[config.mk]
export PLATFORM = sky130hd
export DESIGN_NAME = add_err_monitor
export DESIGN_NICKNAME = d
export VERILOG_FILES = /design/src/rtl/add_err_monitor.sv
export SDC_FILE = /design/constraint.sdc
export NUM_CORES = 1
export LEC_CHECK = 0
export ABC_CLOCK_PERIOD_IN_PS = 5200
export CELL_PAD_IN_SITES_DETAIL_PLACEMENT = 1
export CELL_PAD_IN_SITES_GLOBAL_PLACEMENT = 2
export CORE_ASPECT_RATIO = 0.7
export CORE_MARGIN = 2
export CORE_UTILIZATION = 31
export CTS_BUF_LIST = sky130_fd_sc_hd__clkbuf_4 sky130_fd_sc_hd__clkbuf_8
export DETAILED_ROUTE_END_ITERATION = 12
export GPL_TIMING_DRIVEN = 0
export PLACE_DENSITY_LB_ADDON = 0.1
export SYNTH_ARGS = -nofsm -noshare
export SYNTH_HDL_FRONTEND = slang
export SYNTH_SLANG_ARGS = --single-unit
[constraint.sdc]
create_clock -name clk -period 5.2 [get_ports clk]
set_input_delay 1.04 -clock clk [delete_from_list [all_inputs] [get_ports clk]]
set_output_delay 1.04 -clock clk [all_outputs]
set_load 0.02 [all_outputs]
[src/rtl/add_err_monitor.sv]
`default_nettype none
// ============================================================================
// Module      : add_err_monitor
// Description : Streaming error-characterisation block for a W-bit approximate
//               adder. Recomputes the exact sum of each accepted (a, b) pair,
//               compares it with the adder-under-test result o_dut and
//               accumulates saturating error statistics over a programmed
//               number of samples: sum of |err|, sum of err^2, worst |err| and
//               the count of erroneous samples.
// Options     : `define ADD_ERR_MONITOR_MSE_EN to build the squarer and the
//               sum_sq accumulator; otherwise sum_sq reads 0 and sat tracks
//               sum_abs only.
// Revision    : 1.0 - initial release
// ============================================================================
module add_err_monitor #(
  parameter int W     = 8,
  parameter int CNT_W = 16,
  parameter int ACC_W = 32
) (
  input  logic             clk,
  input  logic             rst,
  input  logic             start,
  input  logic [CNT_W-1:0] num_samples,
  input  logic             in_valid,
  output logic             in_ready,
  input  logic [W-1:0]     a,
  input  logic [W-1:0]     b,
  input  logic [W:0]       o_dut,
  output logic             busy,
  output logic             done,
  output logic [CNT_W-1:0] sample_cnt,
  output logic [CNT_W-1:0] err_cnt,
  output logic [ACC_W-1:0] sum_abs,
  output logic [ACC_W-1:0] sum_sq,
  output logic [W:0]       max_abs,
  output logic             sat
);

  // Squared error width, and an adder width wide enough that neither the
  // accumulator nor any single increment can wrap before the overflow test.
  localparam int c_sq_w  = 2 * W + 2;
  localparam int c_sum_w = ((ACC_W > c_sq_w) ? ACC_W : c_sq_w) + 1;
  localparam logic [ACC_W-1:0] c_acc_max = '1;

  typedef enum logic [1:0] {
    ST_IDLE = 2'd0,
    ST_RUN  = 2'd1,
    ST_DONE = 2'd2
  } state_t;

  state_t           r_state;
  logic             r_busy;
  logic             r_done;
  logic [CNT_W-1:0] r_target;
  logic [CNT_W-1:0] r_accepted;

  // Stage 1: per-sample error registered on the acceptance edge
  logic             r_s1_valid;
  logic [W:0]       r_s1_abs;
  logic             r_s1_nz;

  // Stage 2: statistics
  logic [CNT_W-1:0] r_sample_cnt;
  logic [CNT_W-1:0] r_err_cnt;
  logic [ACC_W-1:0] r_sum_abs;
  logic [W:0]       r_max_abs;
  logic             r_sat;

  logic             w_start;
  logic             w_xfer;
  logic [W:0]       w_exact;
  logic [W:0]       w_abs;
  logic             w_nz;
  logic             w_last_commit;
  logic [c_sum_w-1:0] w_abs_sum;
  logic             w_abs_ovf;
  logic             w_sq_ovf;

  // A start carrying a zero sample count is treated as if it never happened.
  assign w_start = start && (num_samples != '0);

  // Ready only while the run still needs samples, and never in a start cycle
  // so a restart cannot accept a sample that would immediately be flushed.
  assign in_ready = (r_state == ST_RUN) && (r_accepted < r_target) && !w_start;
  assign w_xfer   = in_valid && in_ready;

  // |exact - o_dut| computed as an unsigned magnitude, no sign handling needed.
  assign w_exact = {1'b0, a} + {1'b0, b};
  assign w_abs   = (w_exact >= o_dut) ? (w_exact - o_dut) : (o_dut - w_exact);
  assign w_nz    = (w_exact != o_dut);

  assign w_last_commit = r_s1_valid && ((r_sample_cnt + CNT_W'(1)) == r_target);

  assign w_abs_sum = c_sum_w'(r_sum_abs) + c_sum_w'(r_s1_abs);
  assign w_abs_ovf = (w_abs_sum > c_sum_w'(c_acc_max));

`ifdef ADD_ERR_MONITOR_MSE_EN
  logic [ACC_W-1:0]   r_sum_sq;
  logic [c_sq_w-1:0]  w_sq;
  logic [c_sum_w-1:0] w_sq_sum;

  assign w_sq     = c_sq_w'(r_s1_abs) * c_sq_w'(r_s1_abs);
  assign w_sq_sum = c_sum_w'(r_sum_sq) + c_sum_w'(w_sq);
  assign w_sq_ovf = (w_sq_sum > c_sum_w'(c_acc_max));

  // Saturating sum of squared errors, cleared whenever a run (re)starts
  always_ff @(posedge clk) begin
    if (rst || w_start) begin
      r_sum_sq <= '0;
    end else if (r_s1_valid) begin
      r_sum_sq <= w_sq_ovf ? c_acc_max : w_sq_sum[ACC_W-1:0];
    end
  end

  assign sum_sq = r_sum_sq;
`else
  assign w_sq_ovf = 1'b0;
  assign sum_sq   = '0;
`endif

  // Run-control FSM: tracks the target, accepted count and busy/done flags
  always_ff @(posedge clk) begin
    if (rst) begin
      r_state    <= ST_IDLE;
      r_busy     <= 1'b0;
      r_done     <= 1'b0;
      r_target   <= '0;
      r_accepted <= '0;
    end else if (w_start) begin
      r_state    <= ST_RUN;
      r_busy     <= 1'b1;
      r_done     <= 1'b0;
      r_target   <= num_samples;
      r_accepted <= '0;
    end else begin
      case (r_state)
        ST_RUN: begin
          if (w_xfer) begin
            r_accepted <= r_accepted + CNT_W'(1);
          end
          if (w_last_commit) begin
            r_state <= ST_DONE;
            r_busy  <= 1'b0;
            r_done  <= 1'b1;
          end
        end
        default: begin
          r_state <= r_state;
        end
      endcase
    end
  end

  // Stage 1: capture the error of an accepted sample; a restart flushes it
  always_ff @(posedge clk) begin
    if (rst) begin
      r_s1_valid <= 1'b0;
      r_s1_abs   <= '0;
      r_s1_nz    <= 1'b0;
    end else begin
      r_s1_valid <= w_xfer && !w_start;
      if (w_xfer) begin
        r_s1_abs <= w_abs;
        r_s1_nz  <= w_nz;
      end
    end
  end

  // Stage 2: fold the stage-1 sample into the running statistics
  always_ff @(posedge clk) begin
    if (rst || w_start) begin
      r_sample_cnt <= '0;
      r_err_cnt    <= '0;
      r_sum_abs    <= '0;
      r_max_abs    <= '0;
      r_sat        <= 1'b0;
    end else if (r_s1_valid) begin
      r_sample_cnt <= r_sample_cnt + CNT_W'(1);
      if (r_s1_nz) begin
        r_err_cnt <= r_err_cnt + CNT_W'(1);
      end
      r_sum_abs <= w_abs_ovf ? c_acc_max : w_abs_sum[ACC_W-1:0];
      if (r_s1_abs > r_max_abs) begin
        r_max_abs <= r_s1_abs;
      end
      r_sat <= r_sat || w_abs_ovf || w_sq_ovf;
    end
  end

  assign busy       = r_busy;
  assign done       = r_done;
  assign sample_cnt = r_sample_cnt;
  assign err_cnt    = r_err_cnt;
  assign sum_abs    = r_sum_abs;
  assign max_abs    = r_max_abs;
  assign sat        = r_sat;

endmodule
`default_nettype wire

======== Word-level counts from Yosys, hierarchy flattened ========
Index checks and enable logic that the tools add are counted.
storage, ports and cells
  flip-flop bits (word level) ............. 120
  input bits .............................. 45
  output and inout port bits .............. 109
cells by class
  add/subtract/negate cells ............... 7
  magnitude comparators ................... 4
  equality and inequality tests ........... 3
  muxes and demuxes ....................... 8
  reductions and logical operators ........ 18
operators with widths
  operator                 count
  $add A16 B1 Y16 const B  3
  $add A32 B9 Y33          1
  $gt A33 B32 Y1 const B   1
  $mux W32                 1
  $sub A9 B9 Y9            2
  $eq A16 B16 Y1           1
  $lt A16 B16 Y1           1
  $reduce_bool A16 Y1      1
  $reduce_and A2 Y1        5
  $add A8 B8 Y9            1
  $ge A9 B9 Y1             1
  $gt A9 B9 Y1             1
  $mux W9                  1
  $ne A9 B9 Y1             1
  $logic_and A1 B1 Y1      6
  $mux W1                  6
  $reduce_bool A2 Y1       2
  $eq A2 B1 Y1 const B     1
  $logic_or A1 B1 Y1       2
  $reduce_or A2 Y1         1
  $logic_not A1 Y1         1

======== Logic depth before layout (Yosys ltp) ========
  depth after elaboration ................. 6
  gate-level depth with buffers ........... 18
  depth with buffers taken out ............ 18

======== Worst setup path before layout ========
No wires, ideal clock.
  kind .................................... input-to-reg
  start point ............................. input port a[0]
  end point ............................... register r_s1_abs[5]
  data arrival time ....................... 4.496 ns
  data required time ...................... 5.094 ns
  slack ................................... 0.598 ns
  stages .................................. 17
  path buffers ............................ 0
  cells stage by stage .................... ha_1 -> inv_1 -> fa_1 -> inv_1 -> a21oi_1 -> o21bai_1 -> a21o_1 -> a21o_1 -> xor2_1 -> ha_1 -> a21o_1 -> a311o_1 -> o221ai_1 -> nand2_1 -> and3_1 -> or4_1 -> o311ai_0
on the way
  longest elaborated chain between the ends .. 3
  elaborated cells on any way between the ends .. 5
  classes of those cells .................. 3 x add/sub; 1 x order compare; 1 x mux
RTL lines
  element                                        line  source
  start, declared                                26    input logic [W-1:0] a,
  $add A8 B8 Y9 *                                88    assign w_exact = {1'b0, a} + {1'b0, b};
  $sub A9 B9 Y9 or $ge A9 B9 Y1 (tied branches)  89    assign w_abs = (w_exact >= o_dut) ? (w_exact - o_dut) : (o_dut - w_exact);
  $mux W9 *                                      89
  end signal, assigned                           163   r_s1_abs <= w_abs;
  end, declared                                  59    logic [W:0] r_s1_abs;
Mark *: on every way between the ends. The rest lies on a longest branch, timed or not.
A chain may end at the register's enable or synchronous reset.

======== Worst setup path in the final report ========
  start point ............................. input port num_samples[2]
  end point ............................... output port in_ready
on the way
  longest elaborated chain between the ends .. 4
RTL lines
  element              line  source
  start, declared      23    input logic [CNT_W-1:0] num_samples,
  $reduce_bool A16 Y1  80    assign w_start = start && (num_samples != '0);
  $logic_and A1 B1 Y1  80
  $logic_not A1 Y1     84    assign in_ready = (r_state == ST_RUN) && (r_accepted < r_target) && !w_start;
  $logic_and A1 B1 Y1  84
  end, declared        25    output logic in_ready,
No other way between the ends.

==> run_results.csv <==
group,metric,value,unit
synth,synth-seq-cells,119,
cts,cts_buffers,17,
layout,layout-drive-gt1-share,0.0759,
synth,share_of_synthesized_registers_carrying_an_async_set_or_reset,0,
detailed_routing,detailroute.via_count,7258,
die,fp-row-count,48,
worst_hold_path,endpoint_with_the_worst_hold_slack,"r_target[3]$_SDFFE_PP0P_",
layout,multiInputGateArea,0.00488,sq mm
placed_design,area_after_detailed_placement,0.00948,sq mm
pwr,cell_internal_pwr,1.60,mW
worst_setup_path,worst-endpoint-arrival,3.95,ns
detailed_routing,finalWirelength,24800,um
timing,report.final.setup_viol,0,
worst_setup_path,reg2reg_depth,10,
cts,cts_sinks,119,
global_routing,overflow,0,
layout,finish.net_count,1230,
pwr,power_dens_cells,234,mW/mm^2
cts,hold_buffers,0,
timing,layout_setup_ws,0.211,ns
global_routing,grt_usage,0.195,
layout,num_antenna_cells,0,
synth,synthCells,949,
synth,share_of_the_synthesized_area_in_compound_gates_ao_oa_aoi_oai,0.189,
global_routing,grt_first_pass_wirelength,39700,um
synth,netlist-cell-type-count,61,
timing,final_slew_violations,0,
worst_setup_path,crit_path_cell_trace,"clkdlybuf4s50_1, or4_1, o41ai_4, o211ai_2, a211oi_4, clkdlybuf4s50_1",
pwr,power.switching,0.722,mW
worst_setup_path,worst_r2r_endpoint,"sum_abs[18]$_SDFFE_PP0P_",
worst_setup_path,worst_r2r_startpoint,"r_s1_abs[0]$_SDFFE_PP0P_",
worst_hold_path,hold_path_class,"reg -> reg",
timing,clock.fmax,200,MHz
layout,layout.area.seq,0.00238,sq mm
synth,synthesis.yosys.warnings,0,
global_routing,antenna_violations_before_repair,0,
pwr,p_leak,3.85,nW
worst_setup_path,worstPathRequired,4.16,ns
placed_design,place_inst,1424,
synth,syn_avg_cell_area,8.18,sq um
global_routing,grt_pass1_vias,7093,
synth,synth_adder_area_share,0.109,
worst_setup_path,cp_num_buf_inv,2,
worst_setup_path,crit_path_frequent_cell,"sky130_fd_sc_hd__clkdlybuf4s50_1",
die,die_w,193,um
die,initial_core_utilization,0.315,
timing,worst_clock_skew,0.0235,ns
global_routing,grt_max_degree,17,
placed_design,port_buffers,119,
worst_setup_path,worst-setup-path-type,"in -> out",
die,core-area,0.0246,sq mm
synth,synth_xor_area_frac,0.0745,
detailed_routing,dr.pass1.iters,4,
cts,cts.reportedPaths.clkPinSlew,0.07,ns
worst_setup_path,regToRegSetupSlack,1.72,ns
timing,timing_worst_slew_pin_value,1.21,ns
worst_hold_path,whs_path_depth,2,
die,floorplan.io_pins,154,
worst_hold_path,hold_path.startpoint,"r_target[3]$_SDFFE_PP0P_",
timing,finalCritPeriodShare,0.959,
layout,final-instance-count-excl-fill,1458,
cts,worst_skew_pair.late_latency,0.47,ns
pwr,p_seq_frac,0.406,
worst_setup_path,timing.critical_path.to_type,"output pin",
worst_setup_path,timing.critical_path.from_type,"input pin",
job,maxCapViolCount,0,
detailed_routing,drtAntennaViolNets,0,
layout,fill_cells,2950,
worst_setup_path,crit_path_max_incr_delay,0.72,ns
synth,synth_edf_count,0,
worst_setup_path,cpLargestDelayFamily,"buffers and inverters",
detailed_routing,post_detailed_route_wirelength_per_cell,17.0,um
outcome,status,"finished clean",
die,die_h,136,um
synth,synth_sequential_area_ratio,0.307,
worst_setup_path,crit_fanout,8,
detailed_routing,initialDrtViolationCount,298,
timing,slew_headroom,0.187,
timing,hold_viol_final,0,
synth,main_combinational_cell_family_by_area_after_synthesis,"simple AND/OR/NAND/NOR gates",
layout,stdcell_area,0.00994,sq mm
placed_design,globalplace.congestion,0.774,
cts,cts_tree,"done",
detailed_routing,detail_route.drc_violations,0,
pwr,p_sw_frac,0.311,
cts,clock_tree.buffer_depth,2,
layout,layout_common_cells,"119 x sky130_fd_sc_hd__dfxtp_1, 119 x sky130_fd_sc_hd__clkdlybuf4s50_1, 72 x sky130_fd_sc_hd__nand2_1",
cts,clk_root_buffer_cell,"sky130_fd_sc_hd__clkbuf_8",
pwr,finalPower,2.32,mW
placed_design,post-place-ws,-0.594,ns
timing,period_minus_slack,4.99,ns
synth,post_synth_and_or_nand_nor_area_fraction,0.212,
layout,synthToLayoutAreaGrowth,28.1,%
pwr,comb_power_share,0.200,
detailed_routing,number_of_vias_per_cell_after_detailed_routing,4.98,
die,dieArea,0.0263,sq mm
worst_setup_path,highest_delay_cell_along_the_critical_path,"sky130_fd_sc_hd__clkdlybuf4s50_1",
placed_design,dp.final_hpwl,19500,um
pwr,clkPwrFrac,0.394,
cts,cts_htree_levels,4,
synth,mapped_area,0.00776,sq mm
synth,muxShareOfSynthArea,0.0247,
synth,ys.flop_type,"sky130_fd_sc_hd__dfxtp_1",
pwr,vdd_ir_drop_max,152,uV
==> cell families after synthesis <==
group           Yosys count
compound gates          224
buf+inv                 139
fa+ha+maj                65
xor+xnor                 66
flops                   119
simple gates            316
other cells               1
mux                      19
==> registers in the layout (all words and copies together) (netlist names), 9 cells and up <==
register    count
r_target       16
sum_abs        32
err_cnt        16
max_abs         9
r_s1_abs        9
r_accepted     16
sample_cnt     16
==> synth_stat cells, types with 4 or more instances <==
library cell,number,area share
sky130_fd_sc_hd__dfxtp_1,119,0.31
sky130_fd_sc_hd__nand2_1,73,0.035
sky130_fd_sc_hd__a21oi_1,72,0.046
sky130_fd_sc_hd__nor2_1,65,0.031
sky130_fd_sc_hd__inv_1,62,0.030
sky130_fd_sc_hd__ha_1,61,0.098
sky130_fd_sc_hd__o21ai_0,44,0.028
sky130_fd_sc_hd__clkbuf_1,38,0.018
sky130_fd_sc_hd__nand3_1,36,0.023
sky130_fd_sc_hd__xnor2_1,33,0.037
sky130_fd_sc_hd__xor2_1,33,0.037
sky130_fd_sc_hd__buf_4,32,0.031
sky130_fd_sc_hd__nand4_1,25,0.020
sky130_fd_sc_hd__and3_1,23,0.019
sky130_fd_sc_hd__a21o_1,20,0.019
sky130_fd_sc_hd__a31oi_1,18,0.015
sky130_fd_sc_hd__mux2i_1,18,0.023
sky130_fd_sc_hd__nor3_1,18,0.012
sky130_fd_sc_hd__or3_1,18,0.015
sky130_fd_sc_hd__a211oi_1,15,0.015
sky130_fd_sc_hd__and4_1,15,0.017
sky130_fd_sc_hd__and2_1,11,0.0089
sky130_fd_sc_hd__o21a_1,11,0.011
sky130_fd_sc_hd__a311oi_1,9,0.010
sky130_fd_sc_hd__nand2b_1,6,0.0048
sky130_fd_sc_hd__buf_2,4,0.0026
sky130_fd_sc_hd__fa_1,4,0.010
sky130_fd_sc_hd__nand4b_1,4,0.0045
sky130_fd_sc_hd__nor2b_1,4,0.0032
sky130_fd_sc_hd__nor4_1,4,0.0032
sky130_fd_sc_hd__o21bai_1,4,0.0039
==> cell type report <==
cell class,count,share of cell area
tap,325,0.0409
clock buffer,18,0.0243
timing repair buffer,121,0.121
inverter,62,0.0234
multi-input combinational,722,0.491
buffer,77,0.0418
sequential,119,0.240
clock inverter,14,0.0177
==> repair_timing <==
item                       4_1_cts  5_1_grt
setup endpoints to repair        3        6
resized for setup                2        4
setup buffers                    1        1
pin swaps                        1        1
==> tightest hold or removal path: cells and delay by family, from the launching register on <==
kind / cells / cell delay [ns]
simple gates: 1 / 0.05
flops: 1 / 0.32
compound gates: 1 / 0.06
==> power by group through the flow <==
stage / logic (mW) / clock network [mW] / registers [mW]
4_1_cts: 0.457 / 0.946 / 0.945
6_report: 0.464 / 0.915 / 0.944
2_1_floorplan: 0.316 / 0 / 0.957
3_3_place_gp: 0.446 / 0 / 0.965
3_5_place_dp: 0.452 / 0 / 0.966
5_1_grt: 0.517 / 0.982 / 0.947
==> stage by stage <==
step / setup TNS, ns / utilization / hold slack, ns
2_1_floorplan: 0 / - / 0.436
3_3_place_gp: -3.06 / 0.385 / 0.448
3_5_place_dp: -2.97 / 0.385 / 0.479
4_1_cts: 0 / 0.402 / 0.490
5_1_grt: -0.0136 / 0.404 / 0.522
6_report: 0 / 0.404 / 0.479
==> layer usage <==
layer	vias up	global-route usage	wire length [um]
met5	-	0	0
met4	0	0.0417	208
met3	13	0.0364	1080
met2	114	0.293	10400
met1	3457	0.287	13100
li1	3674	-	-
==> worst max-delay path by stage <==
stage                     cells past startpoint                        to      startpoint
after global placement                       19  r_s1_abs[5]$_SDFFE_PP0P_            a[0]
after CTS                                    18  r_s1_abs[5]$_SDFFE_PP0P_            a[0]
after global routing                         18  r_s1_abs[5]$_SDFFE_PP0P_            a[0]
after detailed placement                     19  r_s1_abs[5]$_SDFFE_PP0P_            b[0]
final                                         6                  in_ready  num_samples[2]
after floorplan                              17  r_s1_abs[5]$_SDFFE_PP0P_            a[0]
No activity file was read; power rests on OpenSTA's default activity.
